### config.mk
export PLATFORM = sky130hd
export DESIGN_NAME = cp0_int_ctrl_flat
export DESIGN_NICKNAME = d
export VERILOG_FILES = /design/src/rtl/cp0_int_ctrl_pkg.sv /design/src/rtl/cp0_int_ctrl_if.sv /design/src/rtl/cp0_int_ctrl_timer.sv /design/src/rtl/cp0_int_ctrl.sv /design/src/flat_wrapper.sv
export SDC_FILE = /design/constraint.sdc
export NUM_CORES = 1
export LEC_CHECK = 0
export ABC_AREA = 1
export BUFFER_PORTS_ARGS = -buffer_cell sky130_fd_sc_hd__clkbuf_2
export CELL_PAD_IN_SITES_DETAIL_PLACEMENT = 2
export CELL_PAD_IN_SITES_GLOBAL_PLACEMENT = 2
export CORE_ASPECT_RATIO = 0.5
export CORE_MARGIN = 3
export CORE_UTILIZATION = 31
export CTS_CLUSTER_DIAMETER = 80
export DETAILED_ROUTE_END_ITERATION = 12
export PLACE_DENSITY_LB_ADDON = 0.3
export SYNTH_ARGS = -nofsm -noshare
export SYNTH_HDL_FRONTEND = slang
export SYNTH_SLANG_ARGS = --single-unit
### constraint.sdc
create_clock -name clk -period 10.5 [get_ports clk]
set_input_delay 1.575 -clock clk [delete_from_list [all_inputs] [get_ports clk]]
set_output_delay 1.575 -clock clk [all_outputs]
set_load 0.01 [all_outputs]
### src/rtl/cp0_int_ctrl_pkg.sv
// ----------------------------------------------------------------------------
// cp0_int_ctrl_pkg
// Shared definitions for the CP0 timer/interrupt controller:
//   - CP0 register numbers decoded by mtc0/mfc0
//   - Status / Cause field positions
//   - interrupt exception code and FSM state encoding
//   - priority encoder used to pick the serviced IP bit
// ----------------------------------------------------------------------------
package cp0_int_ctrl_pkg;

    localparam logic [4:0] CP0_COUNT   = 5'd9;
    localparam logic [4:0] CP0_COMPARE = 5'd11;
    localparam logic [4:0] CP0_STATUS  = 5'd12;
    localparam logic [4:0] CP0_CAUSE   = 5'd13;
    localparam logic [4:0] CP0_EPC     = 5'd14;

    // Status fields
    localparam int ST_IE    = 0;
    localparam int ST_EXL   = 1;
    localparam int ST_IM_LO = 8;

    // Cause fields
    localparam int CA_EXC_LO = 2;
    localparam int CA_IP_LO  = 8;
    localparam int CA_TI     = 30;

    // IP bit owned by the timer
    localparam int IP_TIMER = 7;

    localparam logic [4:0] EXC_INT = 5'd0;

    typedef enum logic [1:0] {
        ST_IDLE    = 2'd0,
        ST_REQ     = 2'd1,
        ST_SERVICE = 2'd2
    } cp0_state_t;

    // Index of the highest set bit; bit 7 (timer) has top priority.
    function automatic logic [2:0] prio_enc(input logic [7:0] v);
        logic [2:0] r;
        r = 3'd0;
        for (int i = 0; i < 8; i++) begin
            if (v[i]) r = 3'(i);
        end
        return r;
    endfunction

endpackage

### src/rtl/cp0_int_ctrl_if.sv
// ----------------------------------------------------------------------------
// cp0_int_ctrl_if
// Pipeline <-> CP0 bus: mtc0/mfc0 register access, interrupt req/ack
// handshake and the ERET/EPC path.
//   master : pipeline side (drives writes, ack, epc_in, eret)
//   slave  : CP0 side (drives rdata, int_req, epc_out, int_code)
// ----------------------------------------------------------------------------
interface cp0_int_ctrl_if;
    logic        cp0_we;
    logic [4:0]  cp0_addr;
    logic [31:0] cp0_wdata;
    logic [31:0] cp0_rdata;
    logic        int_req;
    logic        int_ack;
    logic [31:0] epc_in;
    logic        eret;
    logic [31:0] epc_out;
    logic [2:0]  int_code;

    modport master (
        output cp0_we, cp0_addr, cp0_wdata, int_ack, epc_in, eret,
        input  cp0_rdata, int_req, epc_out, int_code
    );

    modport slave (
        input  cp0_we, cp0_addr, cp0_wdata, int_ack, epc_in, eret,
        output cp0_rdata, int_req, epc_out, int_code
    );
endinterface

### src/rtl/cp0_int_ctrl_timer.sv
// ----------------------------------------------------------------------------
// cp0_int_ctrl_timer
// Count / Compare pair with prescaler and the sticky timer-pending bit.
//   clk, rst     clock, async active-high reset
//   count_we     mtc0 to Count this cycle
//   compare_we   mtc0 to Compare this cycle
//   wdata        mtc0 data
//   count        current Count
//   compare      current Compare
//   timer_pend   sticky IP[7]
// A register write always takes precedence over the same-cycle increment
// (Count) or match (Compare).
// ----------------------------------------------------------------------------
module cp0_int_ctrl_timer #(
    parameter int COUNT_DIV = 2
) (
    input  logic        clk,
    input  logic        rst,
    input  logic        count_we,
    input  logic        compare_we,
    input  logic [31:0] wdata,
    output logic [31:0] count,
    output logic [31:0] compare,
    output logic        timer_pend
);

    localparam int            PW      = (COUNT_DIV > 1) ? $clog2(COUNT_DIV) : 1;
    localparam logic [PW-1:0] PRE_MAX = PW'(COUNT_DIV - 1);

    logic [PW-1:0] prescaler_reg;
    logic [31:0]   count_reg;
    logic [31:0]   compare_reg;
    logic          pend_reg;
    logic          tick;

    // With COUNT_DIV=1 the prescaler stays at 0 == PRE_MAX, so every cycle ticks.
    assign tick = (prescaler_reg == PRE_MAX);

    always_ff @(posedge clk or posedge rst) begin
        if (rst) begin
            prescaler_reg <= '0;
            count_reg     <= 32'd0;
        end else if (count_we) begin
            prescaler_reg <= '0;
            count_reg     <= wdata;
        end else if (tick) begin
            prescaler_reg <= '0;
            count_reg     <= count_reg + 32'd1;
        end else begin
            prescaler_reg <= prescaler_reg + PW'(1);
        end
    end

    always_ff @(posedge clk or posedge rst) begin
        if (rst) begin
            compare_reg <= 32'hFFFF_FFFF;
            pend_reg    <= 1'b0;
        end else if (compare_we) begin
            compare_reg <= wdata;
            pend_reg    <= 1'b0;
        end else if (count_reg == compare_reg) begin
            pend_reg    <= 1'b1;
        end
    end

    assign count      = count_reg;
    assign compare    = compare_reg;
    assign timer_pend = pend_reg;

endmodule

### src/rtl/cp0_int_ctrl.sv
// ----------------------------------------------------------------------------
// cp0_int_ctrl
// CP0 timer/interrupt controller: Count/Compare timer, Status, Cause, EPC,
// hw_int synchroniser, interrupt priority and the req/ack/ERET sequencer.
//   clk, rst   clock, async active-high reset
//   hw_int     async level interrupt lines -> Cause.IP[6:2]
//   bus        slave side of cp0_int_ctrl_if (mtc0/mfc0, int_req/int_ack,
//              epc_in/epc_out, eret, int_code)
// ----------------------------------------------------------------------------
module cp0_int_ctrl
    import cp0_int_ctrl_pkg::*;
#(
    parameter int NUM_HW_INT  = 5,
    parameter int COUNT_DIV   = 2,
    parameter int SYNC_STAGES = 2
) (
    input  logic                  clk,
    input  logic                  rst,
    input  logic [NUM_HW_INT-1:0] hw_int,
    cp0_int_ctrl_if.slave         bus
);

    // ---------------- write decode ----------------
    logic wr_count, wr_compare, wr_status, wr_cause, wr_epc;
    assign wr_count   = bus.cp0_we && (bus.cp0_addr == CP0_COUNT);
    assign wr_compare = bus.cp0_we && (bus.cp0_addr == CP0_COMPARE);
    assign wr_status  = bus.cp0_we && (bus.cp0_addr == CP0_STATUS);
    assign wr_cause   = bus.cp0_we && (bus.cp0_addr == CP0_CAUSE);
    assign wr_epc     = bus.cp0_we && (bus.cp0_addr == CP0_EPC);

    // ---------------- timer ----------------
    logic [31:0] count, compare;
    logic        timer_pend;

    cp0_int_ctrl_timer #(.COUNT_DIV(COUNT_DIV)) u_timer (
        .clk        (clk),
        .rst        (rst),
        .count_we   (wr_count),
        .compare_we (wr_compare),
        .wdata      (bus.cp0_wdata),
        .count      (count),
        .compare    (compare),
        .timer_pend (timer_pend)
    );

    // ---------------- hw_int synchroniser ----------------
    logic [NUM_HW_INT-1:0] sync_reg [SYNC_STAGES];

    generate
        for (genvar gi = 0; gi < SYNC_STAGES; gi++) begin : g_sync
            always_ff @(posedge clk or posedge rst) begin
                if (rst) sync_reg[gi] <= '0;
                else if (gi == 0) sync_reg[gi] <= hw_int;
                else sync_reg[gi] <= sync_reg[(gi == 0) ? 0 : gi - 1];
            end
        end
    endgenerate

    // Map lines onto IP[6:2]; absent lines read as 0.
    logic [4:0] hw_ip;
    generate
        for (genvar gi = 0; gi < 5; gi++) begin : g_hw_ip
            if (gi < NUM_HW_INT) begin : g_line
                assign hw_ip[gi] = sync_reg[SYNC_STAGES-1][gi];
            end else begin : g_zero
                assign hw_ip[gi] = 1'b0;
            end
        end
    endgenerate

    // ---------------- Status / Cause ----------------
    logic       ie_reg, exl_reg;
    logic [7:0] im_reg;
    logic [1:0] ip_sw_reg;
    logic [4:0] exc_code_reg;
    cp0_state_t state_reg;

    logic [7:0] ip, pend;
    logic       eligible, ack;

    assign ip       = {timer_pend, hw_ip, ip_sw_reg};
    assign pend     = ip & im_reg;
    assign eligible = (|pend) && ie_reg && !exl_reg;
    assign ack      = (state_reg == ST_REQ) && bus.int_ack;

    always_ff @(posedge clk or posedge rst) begin
        if (rst) begin
            ie_reg       <= 1'b0;
            exl_reg      <= 1'b0;
            im_reg       <= 8'h00;
            ip_sw_reg    <= 2'b00;
            exc_code_reg <= 5'd0;
        end else begin
            if (wr_status) begin
                ie_reg <= bus.cp0_wdata[ST_IE];
                im_reg <= bus.cp0_wdata[ST_IM_LO +: 8];
            end
            // EXL priority: exception entry, then ERET, then software write.
            if (ack)            exl_reg <= 1'b1;
            else if (bus.eret)  exl_reg <= 1'b0;
            else if (wr_status) exl_reg <= bus.cp0_wdata[ST_EXL];

            if (wr_cause) ip_sw_reg <= bus.cp0_wdata[CA_IP_LO +: 2];
            if (ack)      exc_code_reg <= EXC_INT;
        end
    end

    // ---------------- request sequencer ----------------
    logic        int_req_reg;
    logic [31:0] epc_reg;
    logic [2:0]  int_code_reg;

    always_ff @(posedge clk or posedge rst) begin
        if (rst) begin
            state_reg    <= ST_IDLE;
            int_req_reg  <= 1'b0;
            epc_reg      <= 32'd0;
            int_code_reg <= 3'd0;
        end else begin
            // Software EPC write; overridden below by a same-cycle ack.
            if (wr_epc) epc_reg <= bus.cp0_wdata;

            case (state_reg)
                ST_IDLE: begin
                    if (eligible) begin
                        state_reg   <= ST_REQ;
                        int_req_reg <= 1'b1;
                    end
                end
                ST_REQ: begin
                    if (bus.int_ack) begin
                        state_reg    <= ST_SERVICE;
                        int_req_reg  <= 1'b0;
                        epc_reg      <= bus.epc_in;
                        int_code_reg <= prio_enc(pend);
                    end else if (!eligible) begin
                        // Source went away before the pipeline took it.
                        state_reg   <= ST_IDLE;
                        int_req_reg <= 1'b0;
                    end
                end
                ST_SERVICE: begin
                    if (bus.eret) state_reg <= ST_IDLE;
                end
                default: begin
                    state_reg   <= ST_IDLE;
                    int_req_reg <= 1'b0;
                end
            endcase
        end
    end

    assign bus.int_req  = int_req_reg;
    assign bus.epc_out  = epc_reg;
    assign bus.int_code = int_code_reg;

    // ---------------- mfc0 read mux ----------------
    always_comb begin
        bus.cp0_rdata = 32'd0;
        case (bus.cp0_addr)
            CP0_COUNT:   bus.cp0_rdata = count;
            CP0_COMPARE: bus.cp0_rdata = compare;
            CP0_STATUS: begin
                bus.cp0_rdata[ST_IE]         = ie_reg;
                bus.cp0_rdata[ST_EXL]        = exl_reg;
                bus.cp0_rdata[ST_IM_LO +: 8] = im_reg;
            end
            CP0_CAUSE: begin
                bus.cp0_rdata[CA_TI]          = ip[IP_TIMER];
                bus.cp0_rdata[CA_IP_LO +: 8]  = ip;
                bus.cp0_rdata[CA_EXC_LO +: 5] = exc_code_reg;
            end
            CP0_EPC:     bus.cp0_rdata = epc_reg;
            default:     bus.cp0_rdata = 32'd0;
        endcase
    end

endmodule

### src/flat_wrapper.sv
// flat-port wrapper written by rule: the top's interface ports become plain ports
module cp0_int_ctrl_flat import cp0_int_ctrl_pkg::*;
#(
    parameter int NUM_HW_INT  = 5,
    parameter int COUNT_DIV   = 2,
    parameter int SYNC_STAGES = 2
)
  (clk, rst, hw_int, bus_cp0_we, bus_cp0_addr, bus_cp0_wdata, bus_int_ack, bus_epc_in, bus_eret, bus_cp0_rdata, bus_int_req, bus_epc_out, bus_int_code);
  cp0_int_ctrl_if bus_i ();
  input  logic clk;
  input  logic rst;
  input  logic [NUM_HW_INT-1:0] hw_int;
  input wire logic [$bits(bus_i.cp0_we)-1:0] bus_cp0_we;
  input wire logic [$bits(bus_i.cp0_addr)-1:0] bus_cp0_addr;
  input wire logic [$bits(bus_i.cp0_wdata)-1:0] bus_cp0_wdata;
  input wire logic [$bits(bus_i.int_ack)-1:0] bus_int_ack;
  input wire logic [$bits(bus_i.epc_in)-1:0] bus_epc_in;
  input wire logic [$bits(bus_i.eret)-1:0] bus_eret;
  output wire logic [$bits(bus_i.cp0_rdata)-1:0] bus_cp0_rdata;
  output wire logic [$bits(bus_i.int_req)-1:0] bus_int_req;
  output wire logic [$bits(bus_i.epc_out)-1:0] bus_epc_out;
  output wire logic [$bits(bus_i.int_code)-1:0] bus_int_code;
  assign bus_i.cp0_we = bus_cp0_we;
  assign bus_i.cp0_addr = bus_cp0_addr;
  assign bus_i.cp0_wdata = bus_cp0_wdata;
  assign bus_i.int_ack = bus_int_ack;
  assign bus_i.epc_in = bus_epc_in;
  assign bus_i.eret = bus_eret;
  assign bus_cp0_rdata = bus_i.cp0_rdata;
  assign bus_int_req = bus_i.int_req;
  assign bus_epc_out = bus_i.epc_out;
  assign bus_int_code = bus_i.int_code;
  cp0_int_ctrl #(.NUM_HW_INT(NUM_HW_INT), .COUNT_DIV(COUNT_DIV), .SYNC_STAGES(SYNC_STAGES)) u_core (.clk(clk), .rst(rst), .hw_int(hw_int), .bus(bus_i));
endmodule
# Yosys cells after proc, flatten, opt, wreduce, memory -nomap -nowiden
# Cells that the tools add are included.
totals:
  ff_bits: 126
  inputBits: 79
  out_inout_bits: 68
  wordCells: 81
op_classes:
  add_sub_neg: 2
  eq_ne: 11
  mux: 35
  n_bitwise: 2
  reduce_logical: 17
op_table:
  columns: ["cell", "n"]
  rows:
  - ["$mux 32", 5]
  - ["$pmux 14 s3", 1]
  - ["$pmux 8 s5", 1]
  - ["$add 32x1->32 const B", 1]
  - ["$eq 32x32->1", 1]
  - ["$eq 5x4->1 const B", 5]
  - ["$pmux 5 s3", 1]
  - ["$mux 2", 6]
  - ["$mux 3", 4]
  - ["$mux 1", 11]
  - ["$pmux 1 s3", 3]
  - ["$and 8x8->8", 1]
  - ["$logic_and 1x1->1", 8]
  - ["$pmux 2 s4", 1]
  - ["$reduce_or 8->1", 1]
  - ["$pmux 2 s3", 1]
  - ["$reduce_and 3->1", 2]
  - ["$pmux 1 s4", 1]
  - ["$reduce_bool 2->1", 2]
  - ["$ne 3x3->1 const B", 1]
  - ["$reduce_bool 3->1", 1]
  - ["$eq 2x1->1 const B", 1]
  - ["$eq 2x2->1 const B", 1]
  - ["$logic_not 2->1", 1]
  - ["6 further kinds", 6]

# Depth between registers and ports, before layout
depth:
  word_depth: 8
  mapped_depth: 10

# Hierarchy
# From an unflattened synthesis, not the netlist that was laid out.
unflattened:
  cells_unflattened: 929
  area_unflattened_um2: 7332.0
by_module_without_submodules:
  columns: ["module", "n_inst", "cells_per_inst", "area_per_inst_um2"]
  rows:
  - ["cp0_int_ctrl_timer", 1, 479, 3951.3]
  - ["cp0_int_ctrl", 1, 450, 3380.7]

# Worst setup path before layout
# OpenSTA, ideal clock, no wires.
synth_timing:
  path_kind: "input port to output port"
  from: "input bus_cp0_addr[1]"
  to: "output bus_cp0_rdata[10]"
  arrival_ps: 2564
  slack_ps: 6361
  path_stages: 6
  n_path_buf: 1
  path_cell_list: "inv_1 -> nand3_2 -> nor2_4 -> clkinv_1 -> buf_2 -> o211ai_1"
synth_between:
  elab_chain_len: 2
  word_cells_on_any_way: 6
  classes_between: "eq/ne: 5; mux: 1"
synth_lines:
  columns: ["element", "line_no", "source"]
  rows:
  - ["start: declaration", "flat_wrapper.sv:14", "input wire logic [$bits(bus_i.cp0_addr)-1:0] bus_cp0_addr;"]
  - ["$eq 5x4->1", "cp0_int_ctrl.sv:160", "case (bus.cp0_addr)"]
  - ["$pmux 8 s5 *", "cp0_int_ctrl.sv:160", null]
  - ["end: declaration", "flat_wrapper.sv:19", "output wire logic [$bits(bus_i.cp0_rdata)-1:0] bus_cp0_rdata;"]
# Every way passes the cells marked *; elsewhere a longest branch is shown, timed or not.

# Worst setup path in the final report
layout_timing:
  from: "input bus_cp0_addr[1]"
  to: "output bus_cp0_rdata[26]"
layout_between:
  elab_chain_len: 2
  word_cells_on_any_way: 4
  classes_between: "eq/ne: 3; mux: 1"
layout_lines:
  columns: ["element", "line_no"]
  rows:
  - ["$eq 5x4->1", "cp0_int_ctrl.sv:160"]
  - ["$pmux 14 s3 *", "cp0_int_ctrl.sv:160"]
# Marks and branches as above.

==> flow_metrics.env <==
export IMPL_switching_share_pct=38.4
export IMPL_cp_end_kind="output pin"
export IMPL_fin_crit_ns=5.02
export IMPL_power_frac_seq_pct=40.6
export IMPL_wl_per_cell_um=19.6
export IMPL_place_area_um2=8160
export IMPL_status="completed"
export IMPL_cts_path_max_buffers=2
export IMPL_p_switching_uw=801
export IMPL_initial_core_util_pct=32.4
export IMPL_diodes=0
export IMPL_ys_warn_count=0
export IMPL_io_buffers=146
export IMPL_yosysMostFrequentCell="nand2_1"
export IMPL_critical_path_arrival_ns=3.45
export IMPL_slowest_stage="clkinv_1"
export IMPL_fin_util_pct=39.4
export IMPL_tns_ns=0
export IMPL_synth_seq_area_share_pct=44.2
export IMPL_synth_top_area_share_pct=32.6
export IMPL_synth_seq_cells=126
export IMPL_power_internal_uw=1280
export IMPL_grt_util_all_layers_pct=22.6
export IMPL_synth_fp_nets=1052
export IMPL_synth_ff_type="dfrtp_1"
export IMPL_rsz0062_at_grt="no"
export IMPL_synth_distinct_cells=36
export IMPL_postCtsSetupBuffers=0
export IMPL_overflow=0
export IMPL_cts_clk_slew_worst_paths_ns=0.07
export IMPL_cts_buffers=17
export IMPL_r2r_end="u_core.u_timer.count[18]"
export IMPL_syn_to_final_growth_pct=21.5
export IMPL_die_width_um=222
export IMPL_r2r_cells=10
export IMPL_vias_per_cell=5.10
export IMPL_hold_end="u_core.hw_ip[2]"
export IMPL_wirelength_mm=27.7
export IMPL_synth_largest_area_cell="dfrtp_1"
export IMPL_worst_pin_slew_ns=1.23
export IMPL_avgSynthCellArea_um2=7.42
export IMPL_power_frac_comb_pct=29.3
export IMPL_whs_path_depth=0
export IMPL_power_density_nw_per_um2=238
export IMPL_maxSlewViolCount=0
export IMPL_fin_area_um2=8770
export IMPL_core_area_um2=22300
export IMPL_crit_path_start_kind="input port"
export IMPL_critical_path_top_delay_family="buffers and inverters"
export IMPL_finalSetupViolations=0
export IMPL_critPathMaxFanout=15
export IMPL_layout_drive_gt1_share_pct=20.8
export IMPL_max_freq_mhz=199
export IMPL_critPathKind="input port to output pin"
export IMPL_cts_max_level=4
export IMPL_synthTopCellsByArea="dfrtp_1, nand2_1, dfstp_2"
export IMPL_cts_sinks=126
export IMPL_final_antenna_net_count=0
export IMPL_dp_hpwl_mm=19.8
export IMPL_cp_cell_sequence="clkbuf_2, inv_1, nand3_2, nor2_4, clkinv_1, buf_4, o211ai_1, clkbuf_2"
export IMPL_fin_ws_ns=5.48
export IMPL_maxCapViolations=0
export IMPL_required_ns=8.93
export IMPL_num_vias=7200
export IMPL_cts_root_buf="clkbuf_16"
export IMPL_netlist_area_um2=7220
export IMPL_p_leak_uw=0.00418
export IMPL_gp_congestion=0.863
export IMPL_fin_nets=1179
export IMPL_clkPwrFrac_pct=30.1
export IMPL_ys_top_cells_by_count="nand2_1, inv_1, nor2_1, dfrtp_1, o21ai_0"
export IMPL_finalHoldViolations=0
export IMPL_synth_edf_count=0
export IMPL_post_route_drc_count=0
export IMPL_first_pass_iters=4
export IMPL_r2r_setup_slack_ns=8.31
export IMPL_grt_pass1_vias=8005
export IMPL_path_buf_inv=5
export IMPL_insertion_delay_ns=0.43
export IMPL_reg2reg_from="u_core.u_timer.count[1]"
export IMPL_drt_iter0_drc=323
export IMPL_cts_hold_buf=0
export IMPL_netlist_instances=972
export IMPL_grt_max_degree=76
export IMPL_antenna_found_initial=0
export IMPL_skew_ns=0.0109
export IMPL_fillers=2624
export IMPL_io_pins=147
export IMPL_hp_start="u_core.sync_reg[7]"
export IMPL_cts_tree="yes"
export IMPL_row_count=38
export IMPL_die_y_um=114
export IMPL_slowest_delay_ns=0.46
export IMPL_critical_path_most_common_cell="clkbuf_2"
export IMPL_critPathLaunch="bus_cp0_addr[1]"
export IMPL_vdd_ir_drop_max_uv=69.3
export IMPL_grt_first_pass_wirelength_mm=44.9
export IMPL_hp_class="register to register"
export IMPL_dp_worst_setup_slack_ns=5.48
export IMPL_cts_resized=0
export IMPL_finalCritPeriodShare_pct=47.8
export IMPL_synthArstFlopShare_pct=100
export IMPL_maxSlewHeadroom_pct=17.5
export IMPL_design_die_area_um2=25300
[per-stage QoR]
step	hold WS (ns)	power [uW]	std cells
4_1_cts	0.353	2110	1412
3_5_place_dp	0.339	1460	1380
6_report	0.353	2080	1412
5_1_grt	0.362	2240	1412
2_1_floorplan	0.331	1200	972
3_3_place_gp	0.335	1420	1380
[layout make-up]
cell class | instances | area, um2 | share of cell area (%)
repair buffers | 153 | 783 | 8.93
multi-input cells | 677 | 3340 | 38.1
clock inverters | 13 | 163 | 1.86
flip-flops and latches | 126 | 3190 | 36.4
inverters | 124 | 468 | 5.34
well taps | 300 | 375 | 4.28
clock buffers | 19 | 443 | 5.05
[power groups by stage]
stage	combinational (uW)	sequential (uW)	clock, uW
6_report	611	846	627
2_1_floorplan	385	819	0
3_3_place_gp	580	840	0
5_1_grt	700	879	664
3_5_place_dp	612	852	0
4_1_cts	623	846	640
[layer usage]
metal  wire [um]  global-route usage, %  vias to the layer above
met5           0                      0                        -
met3         899                   3.86                       29
met1       13300                   31.1                     3673
li1            -                      -                     3394
met2       13100                   36.9                      104
met4         363                   6.30                        0
[cells in the final DEF, fill, tap and decap left out, types with 3 or more instances in the layout]
cell type,instances
nand2_1,255
clkbuf_2,146
inv_1,119
nor2_1,111
dfrtp_1,94
o21ai_0,73
nand3_1,36
a21oi_1,33
dfstp_2,32
o211ai_1,27
xnor2_1,24
a22oi_1,23
xor2_1,18
clkbuf_16,17
o21ai_1,16
o22ai_1,15
nand4_1,9
nor3_1,7
o221ai_1,7
buf_4,7
nand2_2,6
o21bai_1,4
bufinv_16,3
clkinvlp_4,3
clkinv_2,3
[worst max path at each step]
stage	cells past startpoint	slack, ns	endpoint
after floorplan	1	5.62	u_core.bus.epc_out[0]
after detailed placement	8	5.48	bus_cp0_rdata[26]
final	8	5.48	bus_cp0_rdata[26]
after global placement	8	5.54	bus_cp0_rdata[30]
after global routing	8	5.32	bus_cp0_rdata[26]
after CTS	8	5.46	bus_cp0_rdata[26]
[logic make-up after synthesis]
logic type,count (synthesis),share of synthesized area (%)
AO/OA/AOI/OAI,203,16.8
buffers and inverters,169,9.50
XOR/XNOR,42,5.10
flip-flops,126,44.2
adder cells (fa/ha/maj),1,0.173
AND/OR/NAND/NOR,431,24.2
(Power assumes the default switching activity.)
